===== src/rtl/matmul_pkg.sv =====
// Shared matrix-multiply definitions: dimensions, loader state encoding and the B offset map.
// RAM_B_TRANSPOSE_EN selects the column-major B layout in b_offset().
package matmul_pkg;

   localparam int MAT_N  = 8;
   localparam int ELEM_W = 8;

   typedef enum logic [1:0] {
      LDR_IDLE = 2'd0,
      LDR_LOAD = 2'd1,
      LDR_DONE = 2'd2
   } ldr_state_t;

   // Reader and writer both call this so the two sides can never disagree on layout.
   function automatic int unsigned b_offset(input int unsigned row,
                                            input int unsigned col,
                                            input int unsigned n);
`ifdef RAM_B_TRANSPOSE_EN
      return col * n + row;
`else
      return row * n + col;
`endif
   endfunction

endpackage


===== src/rtl/ram_b_addr_gen.sv =====
// Row/col walker for the B loader: row-major stream position, mapped offset and last-element flag.
// The layout follows RAM_B_TRANSPOSE_EN through matmul_pkg::b_offset.
module ram_b_addr_gen import matmul_pkg::*; #(
   parameter  int N     = MAT_N,
   localparam int CNT_W = (N > 1) ? $clog2(N) : 1,
   localparam int OFF_W = (N > 1) ? $clog2(N * N) : 1
) (
   input  logic             clk,
   input  logic             rst_n,
   input  logic             restart,
   input  logic             adv,
   output logic [OFF_W-1:0] offset,
   output logic             last
);

   localparam logic [CNT_W-1:0] CNT_MAX = CNT_W'(N - 1);

   logic [CNT_W-1:0] row;
   logic [CNT_W-1:0] col;

   always_ff @(posedge clk or negedge rst_n) begin
      if (!rst_n) begin
         row <= '0;
         col <= '0;
      end else if (restart) begin
         row <= '0;
         col <= '0;
      end else if (adv) begin
         if (col == CNT_MAX) begin
            col <= '0;
            row <= (row == CNT_MAX) ? '0 : row + 1'b1;
         end else begin
            col <= col + 1'b1;
         end
      end
   end

   assign last   = (row == CNT_MAX) && (col == CNT_MAX);
   assign offset = OFF_W'(b_offset(32'(row), 32'(col), 32'(N)));

endmodule


===== src/rtl/ram_b_loader.sv =====
// Matrix-B RAM write-side loader: one registered RAM write per accepted stream element.
// Build with RAM_B_TRANSPOSE_EN to store B column-major.
module ram_b_loader import matmul_pkg::*; #(
   parameter  int N         = MAT_N,
   parameter  int DATA_W    = ELEM_W,
   parameter  int ADDR_W    = 8,
   parameter  int BASE_ADDR = 0,
   localparam int OFF_W     = (N > 1) ? $clog2(N * N) : 1
) (
   input  logic                     clk,
   input  logic                     rst_n,
   input  logic                     start,
   input  logic                     clr,
   input  logic                     in_valid,
   input  logic signed [DATA_W-1:0] in_data,
   output logic                     in_ready,
   output logic                     ram_we,
   output logic        [ADDR_W-1:0] ram_addr,
   output logic signed [DATA_W-1:0] ram_din,
   output logic                     busy,
   output logic                     done
);

   // state    | meaning
   // LDR_IDLE | waiting for start, in_ready low
   // LDR_LOAD | accepting elements, one RAM write per accept
   // LDR_DONE | final write on the RAM port this cycle, done high

   ldr_state_t       state_q;
   ldr_state_t       state_d;
   logic             accept;
   logic             start_go;
   logic             last;
   logic [OFF_W-1:0] offset;

   assign in_ready = (state_q == LDR_LOAD) && !clr;
   assign accept   = in_valid && in_ready;
   assign start_go = (state_q == LDR_IDLE) && start && !clr;
   assign busy     = (state_q == LDR_LOAD);
   assign done     = (state_q == LDR_DONE);

   // Counters restart on entry to LOAD so an aborted load leaves no trace.
   ram_b_addr_gen #(.N(N)) u_addr_gen (
      .clk     (clk),
      .rst_n   (rst_n),
      .restart (clr || start_go),
      .adv     (accept),
      .offset  (offset),
      .last    (last)
   );

   always_ff @(posedge clk or negedge rst_n) begin
      if (!rst_n) state_q <= LDR_IDLE;
      else        state_q <= state_d;
   end

   always_comb begin
      state_d = state_q;
      if (clr) begin
         state_d = LDR_IDLE;
      end else begin
         unique case (state_q)
            LDR_IDLE: if (start)          state_d = LDR_LOAD;
            LDR_LOAD: if (accept && last) state_d = LDR_DONE;
            LDR_DONE:                     state_d = LDR_IDLE;
            default:                      state_d = LDR_IDLE;
         endcase
      end
   end

   always_ff @(posedge clk or negedge rst_n) begin
      if (!rst_n) begin
         ram_we   <= 1'b0;
         ram_addr <= '0;
         ram_din  <= '0;
      end else begin
         ram_we <= accept;
         if (accept) begin
            ram_addr <= ADDR_W'(32'(BASE_ADDR) + 32'(offset));
            ram_din  <= in_data;
         end
      end
   end

endmodule


===== config.mk =====
export PLATFORM = sky130hd
export DESIGN_NAME = ram_b_loader
export DESIGN_NICKNAME = d
export VERILOG_FILES = /design/src/rtl/matmul_pkg.sv /design/src/rtl/ram_b_addr_gen.sv /design/src/rtl/ram_b_loader.sv
export SDC_FILE = /design/constraint.sdc
export NUM_CORES = 1
export LEC_CHECK = 0
export CORE_MARGIN = 4
export CORE_UTILIZATION = 50
export CTS_BUF_LIST = sky130_fd_sc_hd__clkbuf_8
export DETAILED_ROUTE_END_ITERATION = 8
export PLACE_DENSITY_LB_ADDON = 0.2
export SYNTH_ARGS = -nofsm -noshare
export SYNTH_HDL_FRONTEND = slang
export SYNTH_HIERARCHICAL = 1
export SYNTH_SLANG_ARGS = --single-unit

===== constraint.sdc =====
create_clock -name clk -period 2.8 [get_ports clk]
set_input_delay 0.56 -clock clk [delete_from_list [all_inputs] [get_ports clk]]
set_output_delay 0.56 -clock clk [all_outputs]
set_load 0.02 [all_outputs]

Yosys cells after proc, flatten, opt, wreduce, memory -nomap -nowiden
Index checks and enable logic that the tools add are counted.
- $add $sub $neg: 3
- equal/unequal tests: 6
- muxes and demuxes: 11
- reductions and logical operators: 13
- operators with widths (cell ; number):
    2-to-1 mux 3 bit ; 7
    adder 3 x 1 -> 3 bit (second input constant) ; 2
    adder 6 x 3 -> 6 bit ; 1
    == test 3 bit (second input constant) ; 2
    logical AND 1 bit ; 6
    2-to-1 mux 2 bit ; 3
    case mux 2 bit (2 select lines) ; 1
    AND reduction 2 bit ; 2
    nonzero test 2 bit ; 2
    != test 3 x 2 -> 1 bit (second input constant) ; 1
    != test 3 bit (second input constant) ; 1
    == test 2 x 1 -> 1 bit (second input constant) ; 1
    == test 2 bit (second input constant) ; 1
    logical NOT 2 bit ; 1
    logical NOT 1 bit ; 1
    logical OR 1 bit ; 1
- flip-flop bits (word level): 23
- input port bits: 13
- word-level logic and storage cells: 39

Logic depth before layout (Yosys ltp)
Gate-level depths: netlist (run 1).
- depth after elaboration: 7
- gate-level depth with buffers: 6
- gate-level depth less buffers: 5

Hierarchy
The synthesis (run 1) kept the hierarchy.
- by module, submodules not included (module ; times used ; cells an instance ; area an instance (um^2) ; sequential area each (um^2)):
    ram_b_loader ; 1 ; 46 ; 734.5 ; 425.4
    ram_b_addr_gen ; 1 ; 29 ; 340.3 ; 150.1

Worst setup path before layout (run 1)
No wires, ideal clock.
- kind: in2reg
- from: input clr
- to: register u_addr_gen.col[0]
- setup time: 73 ps
- data arrival time: 1663 ps
- setup slack: 1064 ps
- stages: 6
- cell sequence: and4bb_1 > buf_6 > buf_12 > buf_6 > or3b_1 > a21oi_2
- cells in the longest elaborated chain, start to end: 4
- elaborated cells between the ends (all ways): 7
- classes of those cells: mux: 1; reduce/logical: 6
- RTL lines (what ; line ; source):
    start: declaration ; ram_b_loader.sv:13 ; input logic clr,
    logical NOT 1 bit ; ram_b_loader.sv:36 ; assign in_ready = (state_q == LDR_LOAD) && !clr;
    logical AND 1 bit ; ram_b_loader.sv:36 ;
    logical AND 1 bit ; ram_b_loader.sv:37 ; assign accept = in_valid && in_ready;
    named net accept ; ram_b_loader.sv:31 ; logic accept;
    nonzero test 2 bit (no source line) ; - ;
    end signal: assignment ; ram_b_addr_gen.sv:33 ; col <= col + 1'b1;
    end: declaration ; ram_b_addr_gen.sv:19 ; logic [CNT_W-1:0] col;
The timed path passes the listed nets, and every way through them passes these cells.
A chain may end at the register's enable or synchronous reset.

Final worst setup path (run 1)
- from: input clr
- to: output in_ready
- cells in the longest elaborated chain, start to end: 2
- RTL lines (what ; line ; source):
    logical NOT 1 bit ; ram_b_loader.sv:36 ;
    logical AND 1 bit ; ram_b_loader.sv:36 ;
    end: declaration ; ram_b_loader.sv:16 ; output logic in_ready,
No other way between the ends.

==> results of run 1 <==
==> metal layers <==
metal	GRT usage [%]	routed length, µm	vias to the layer above
li1	-	-	322
met5	0	0	-
met3	3.270	89	2
met4	8.714	24	0
met1	20.59	886	319
met2	23.11	937	17
==> worst max-delay path, delay by kind of cell <==
kind	cells	cell delay, ps
simple gates	1	270
buf+inv	2	1120
==> how the worst max path moves through the flow <==
stage | start | to | slack [ps] | cells past startpoint
final | clr | in_ready | 290 | 3
after global routing | clr | in_ready | 280 | 3
after CTS | clr | in_ready | 310 | 3
after detailed placement | clr | in_ready | 320 | 3
after global placement | clr | in_ready | 370 | 3
after floorplan | clr | u_addr_gen/col[0] | 1060 | 6
==> cells in the final DEF, fill, tap and decap left out, types with 2 or more instances in the layout <==
master and count:
a21bo_2 3, a21oi_1 4, and3_1 2, buf_4 2, clkbuf_8 3, clkdlybuf4s50_1 30, conb_1 2, dfrtp_1 23
ha_1 4, mux2_2 5, mux2_4 9, nand2b_1 2, nand3_1 2, nor2_1 3
==> final cells by class <==
cell class                 instances  share of cell area (%)
sequential                        23                   40.64
multi-input combinational         48                   31.45
timing repair buffer              32                   22.26
clock buffer                       3                   2.915
tap                               27                   2.385
clock inverter                     1                  0.3534
==> power by group <==
group	internal, mW	total, mW	switching [mW]
combinational	0.101	0.179	0.0772
sequential	0.361	0.377	0.0163
clock	0.0991	0.198	0.0984
total	0.561	0.753	0.192
==> sequential cells by signal, indices dropped and copies added (netlist names) <==
| signal | count |
|---|---|
| ram_addr | 6 |
| ram_din | 8 |
| ram_we | 1 |
| state_q | 2 |
| u_addr_gen/col | 3 |
| u_addr_gen/row | 3 |
==> per-stage QoR <==
step	setup WS [ps]	cells	area, µm²	power, mW	util, %
6_report	288.1	134	1416	0.7534	70.75
5_1_grt	277.5	134	1416	0.8024	70.75
4_1_cts	311.7	134	1416	0.7673	70.75
3_5_place_dp	317.2	130	1370	0.5643	68.44
3_3_place_gp	369.2	130	1370	0.5598	68.44
2_1_floorplan	1064	76	1079	0.4759	-
==> cells by family after synthesis <==
group	Yosys count	share of synthesized area (%)
other	1	0.3489
AO/OA/AOI/OAI	9	6.171
adder cells (fa/ha/maj)	4	4.657
AND/OR/NAND/NOR	18	11.18
buffers and inverters	5	5.355
flip-flops	23	53.55
multiplexers	15	18.74
==> flow_summary.json, run 1 <==
{
  "outcome": "completed",
  "cp.arrival_ps": 1950,
  "hp-class": "flip-flop to flip-flop",
  "cpMaxStageDelayCell": "clkdlybuf4s50_1",
  "crit_path_frequent_cell": "clkdlybuf4s50_1",
  "n_fill_cell": 153,
  "antenna_found_initial": 0,
  "cp.required_ps": 2240,
  "synth-edff-count": 0,
  "drt_wl_total_um": 1937,
  "path_cells": "clkdlybuf4s50_1, nor3b_1, clkdlybuf4s50_1",
  "clock_sinks": 23,
  "ys_seq_elements": 23,
  "dieHeight_um": 54.37,
  "register_area_um2": 575.6,
  "peakVddDrop_v": 0.0003836,
  "grt_usage_pct": 15.44,
  "final_layout_size_suffix_gt1_share_pct": 22.43,
  "final_nets": 125,
  "wl_per_cell_um": 14.46,
  "startpoint_type": "input pin",
  "yosysMostFrequentCell": "dfrtp_1",
  "clock_latency_ps": 260,
  "synthTopCellsByArea": "dfrtp_1 54%, mux2_4 13%, mux2_2 5.2%",
  "htree_levels": 1,
  "portBuffers": 30,
  "synthArstFlopShare_pct": 100.0,
  "grt_max_degree": 27,
  "synth_top_area_cell": "dfrtp_1",
  "reg2reg_from": "state_q[1]",
  "cts-root-buf": "clkbuf_8",
  "leakagePower_nw": 0.6533,
  "grt_pass1_vias": 646,
  "drt_iter0_markers": 4,
  "synthFlopType": "dfrtp_1",
  "critPathKind": "input pin to primary output",
  "hp-start": "ram_din[5]",
  "rsz0062_at_grt": "false",
  "synth_cell_types": 26,
  "syn_inst": 75,
  "clk_pin_slew_worst_paths_ps": 70,
  "hold_violations": 0,
  "multi_input_area_um2": 445.4,
  "endpoint_kind": "primary output",
  "row_count": 16,
  "finalWeightedCongestion": 0.7102,
  "clockBufferDepth": 2,
  "synth_area_per_cell_um2": 14.33,
  "cp_slowest_stage_delay_ps": 660,
  "cts_setup_buffers": 0,
  "hold_depth": 1,
  "vias_per_cell": 4.925,
  "num_antenna_cells": 0,
  "ys_seq_area_share_pct": 53.55,
  "finalClockSkew_ps": 5.019,
  "syn_area_um2": 1075,
  "cts-buffers-inserted": 3,
  "crit_fanout": 4,
  "timing.hold.ws_ps": 511.9,
  "cts_tree": "built",
  "die_w_um": 54.37,
  "setup_violations": 0,
  "grt-ovfl-total": 0,
  "final_max_slew_viol_count": 0,
  "dieArea_um2": 2956,
  "start_util_pct": 53.69,
  "ctsHoldBuffers": 0,
  "yosysWarnings": 6,
  "grt_pass1_wl_um": 3146,
  "synth_largest_type_area_fraction_pct": 53.55,
  "ant_nets": 0,
  "vias": 660,
  "period_share_pct": 89.71,
  "core_area_um2": 2002,
  "final.min_clock_period_ps": 2512,
  "synth_common_cells": "23 x dfrtp_1, 9 x mux2_4, 5 x mux2_2",
  "pwr_density_cell_nw_per_um2": 532.0,
  "fmax_ghz": 0.3981,
  "drv_cap": 0,
  "rr_worst_depth": 4,
  "cts_resized": 0,
  "drc": 0,
  "rr_endpoint": "u_addr_gen/col[0]",
  "num_io_pins": 33,
  "min_to": "ram_din[5]",
  "r2r_slack_ps": 1200,
  "first_pass_iters": 2,
  "setup_tns_ps": 0,
  "area_growth_pct": 31.78
}
Note: power is estimated with default switching activity, not from simulation.
==> inputs of run 2 (changes only) <==
Settings changed: CORE_MARGIN 4 to 1.5.
==> flow_summary.json, run 2 (synthesized netlist as in run 1, its figures left out) <==
{
  "dieHeight_um": 49.37,
  "hold_violations": 0,
  "clock_latency_ps": 260,
  "final_area_um2": 1419,
  "final.min_clock_period_ps": 2532,
  "final_max_slew_viol_count": 0,
  "largest-register": "ram_din",
  "grt_pass1_wl_um": 3325,
  "hp-start": "ram_din[7]",
  "wl_met1_um": 859,
  "ctsHoldBuffers": 0,
  "grt_max_degree": 27,
  "register_area_um2": 575.6,
  "clockBufferDepth": 2,
  "cts-buffers-inserted": 3,
  "finalWeightedCongestion": 0.7023,
  "wl_met2_um": 912,
  "grt_usage_pct": 17.93,
  "rsz0062_at_grt": "false",
  "ant_nets": 0,
  "period_share_pct": 90.43,
  "drt_iter0_markers": 5,
  "reg_top3": "ram_din: 8 flops, ram_addr: 6 flops",
  "vias_per_cell": 5.216,
  "row_count": 16,
  "first_pass_iters": 4,
  "r2r_slack_ps": 1180,
  "cts-root-buf": "clkbuf_8",
  "largest_reg_flops": 8,
  "grt_pass1_vias": 720,
  "antenna_found_initial": 0,
  "critPathKind": "input pin to primary output",
  "dpl-instance-area_um2": 1370,
  "drc": 0,
  "setup_violations": 0,
  "num_antenna_cells": 0,
  "drt_wl_total_um": 1857,
  "rr_worst_depth": 4,
  "drv_cap": 0,
  "pwr_density_cell_nw_per_um2": 536.5,
  "startpoint_type": "input pin",
  "hp-class": "flip-flop to flip-flop",
  "cts_tree": "built",
  "core_area_um2": 2002,
  "start_util_pct": 53.69,
  "finalClockSkew_ps": 3.850,
  "final_layout_size_suffix_gt1_share_pct": 22.43,
  "grt-ovfl-total": 0,
  "layout_common_cells": "30 x clkdlybuf4s50_1, 23 x dfrtp_1, 9 x mux2_4",
  "portBuffers": 30,
  "area_growth_pct": 32.01,
  "hold_depth": 1,
  "top_layer_used": "met4",
  "cts_setup_buffers": 0,
  "outcome": "completed",
  "dieArea_um2": 2437,
  "mostFrequentLayoutCell": "clkdlybuf4s50_1",
  "vias": 699,
  "min_to": "ram_din[7]",
  "num_io_pins": 33,
  "multi_input_area_um2": 445.4,
  "clock_sinks": 23,
  "hpwl_um": 1282,
  "htree_levels": 1,
  "reg2reg_from": "state_q[1]",
  "fmax_ghz": 0.3949,
  "wl_met3_um": 66,
  "wl_per_cell_um": 13.86,
  "die_w_um": 49.37,
  "n_fill_cell": 160,
  "peakVddDrop_v": 0.0004146,
  "cts_resized": 0,
  "cp.arrival_ps": 1970,
  "crit_fanout": 4,
  "leakagePower_nw": 0.6496,
  "setup_tns_ps": 0,
  "cp.required_ps": 2240,
  "clk_pin_slew_worst_paths_ps": 80,
  "final_nets": 125,
  "rr_endpoint": "u_addr_gen/col[0]",
  "endpoint_kind": "primary output"
}
==> run 2: changes by cell type in the layout (fill, tap and decap cells not counted) <==
cell | previous run | this run
clkinv_2 | 1 | 0
clkinvlp_4 | 0 | 1
==> run 2: final cells by class <==
class	instances	area share, %
multi-input cells	48	31.39
clock inverters	1	0.5291
clock buffers	3	2.910
repair buffers	32	22.22
flip-flops and latches	23	40.56
well taps	27	2.381
==> run 2: report_power, final <==
part	internal, mW	leakage [nW]	switching [mW]
logic	0.101	0.325	0.0765
registers	0.361	0.303	0.0169
clock network	0.100	0.0217	0.105
==> run 2: metal layers <==
layer | global-route usage (%) | vias to the layer above
li1 | - | 325
met4 | 8.571 | 0
met5 | 0 | -
met3 | 3.681 | 2
met1 | 24.24 | 353
met2 | 27.48 | 19
==> run 2: through the flow <==
stage,util (%),hold WS (ps),cells,power (mW),worst slack [ps]
after global routing,70.88,528.8,134,0.7986,224.4
after detailed placement,68.44,492.9,130,0.5633,280.0
after global placement,68.44,491.6,130,0.5588,369.2
final,70.88,513.5,134,0.7613,267.9
after floorplan,-,264.4,76,0.4759,1064
after CTS,70.88,517.7,134,0.7696,278.9
==> run 2: worst max-delay path by stage <==
stage / from / endpoint / slack (ps)
after floorplan: clr / u_addr_gen/col[0] / 1060
after global placement: clr / in_ready / 370
after detailed placement: clr / in_ready / 280
after CTS: clr / in_ready / 280
after global routing: clr / in_ready / 220
final: clr / in_ready / 270
==> run 2: worst max-delay path, stage by stage <==
cell             delay [ps]
clkdlybuf4s50_1         470
nor3b_1                 290
clkdlybuf4s50_1         660
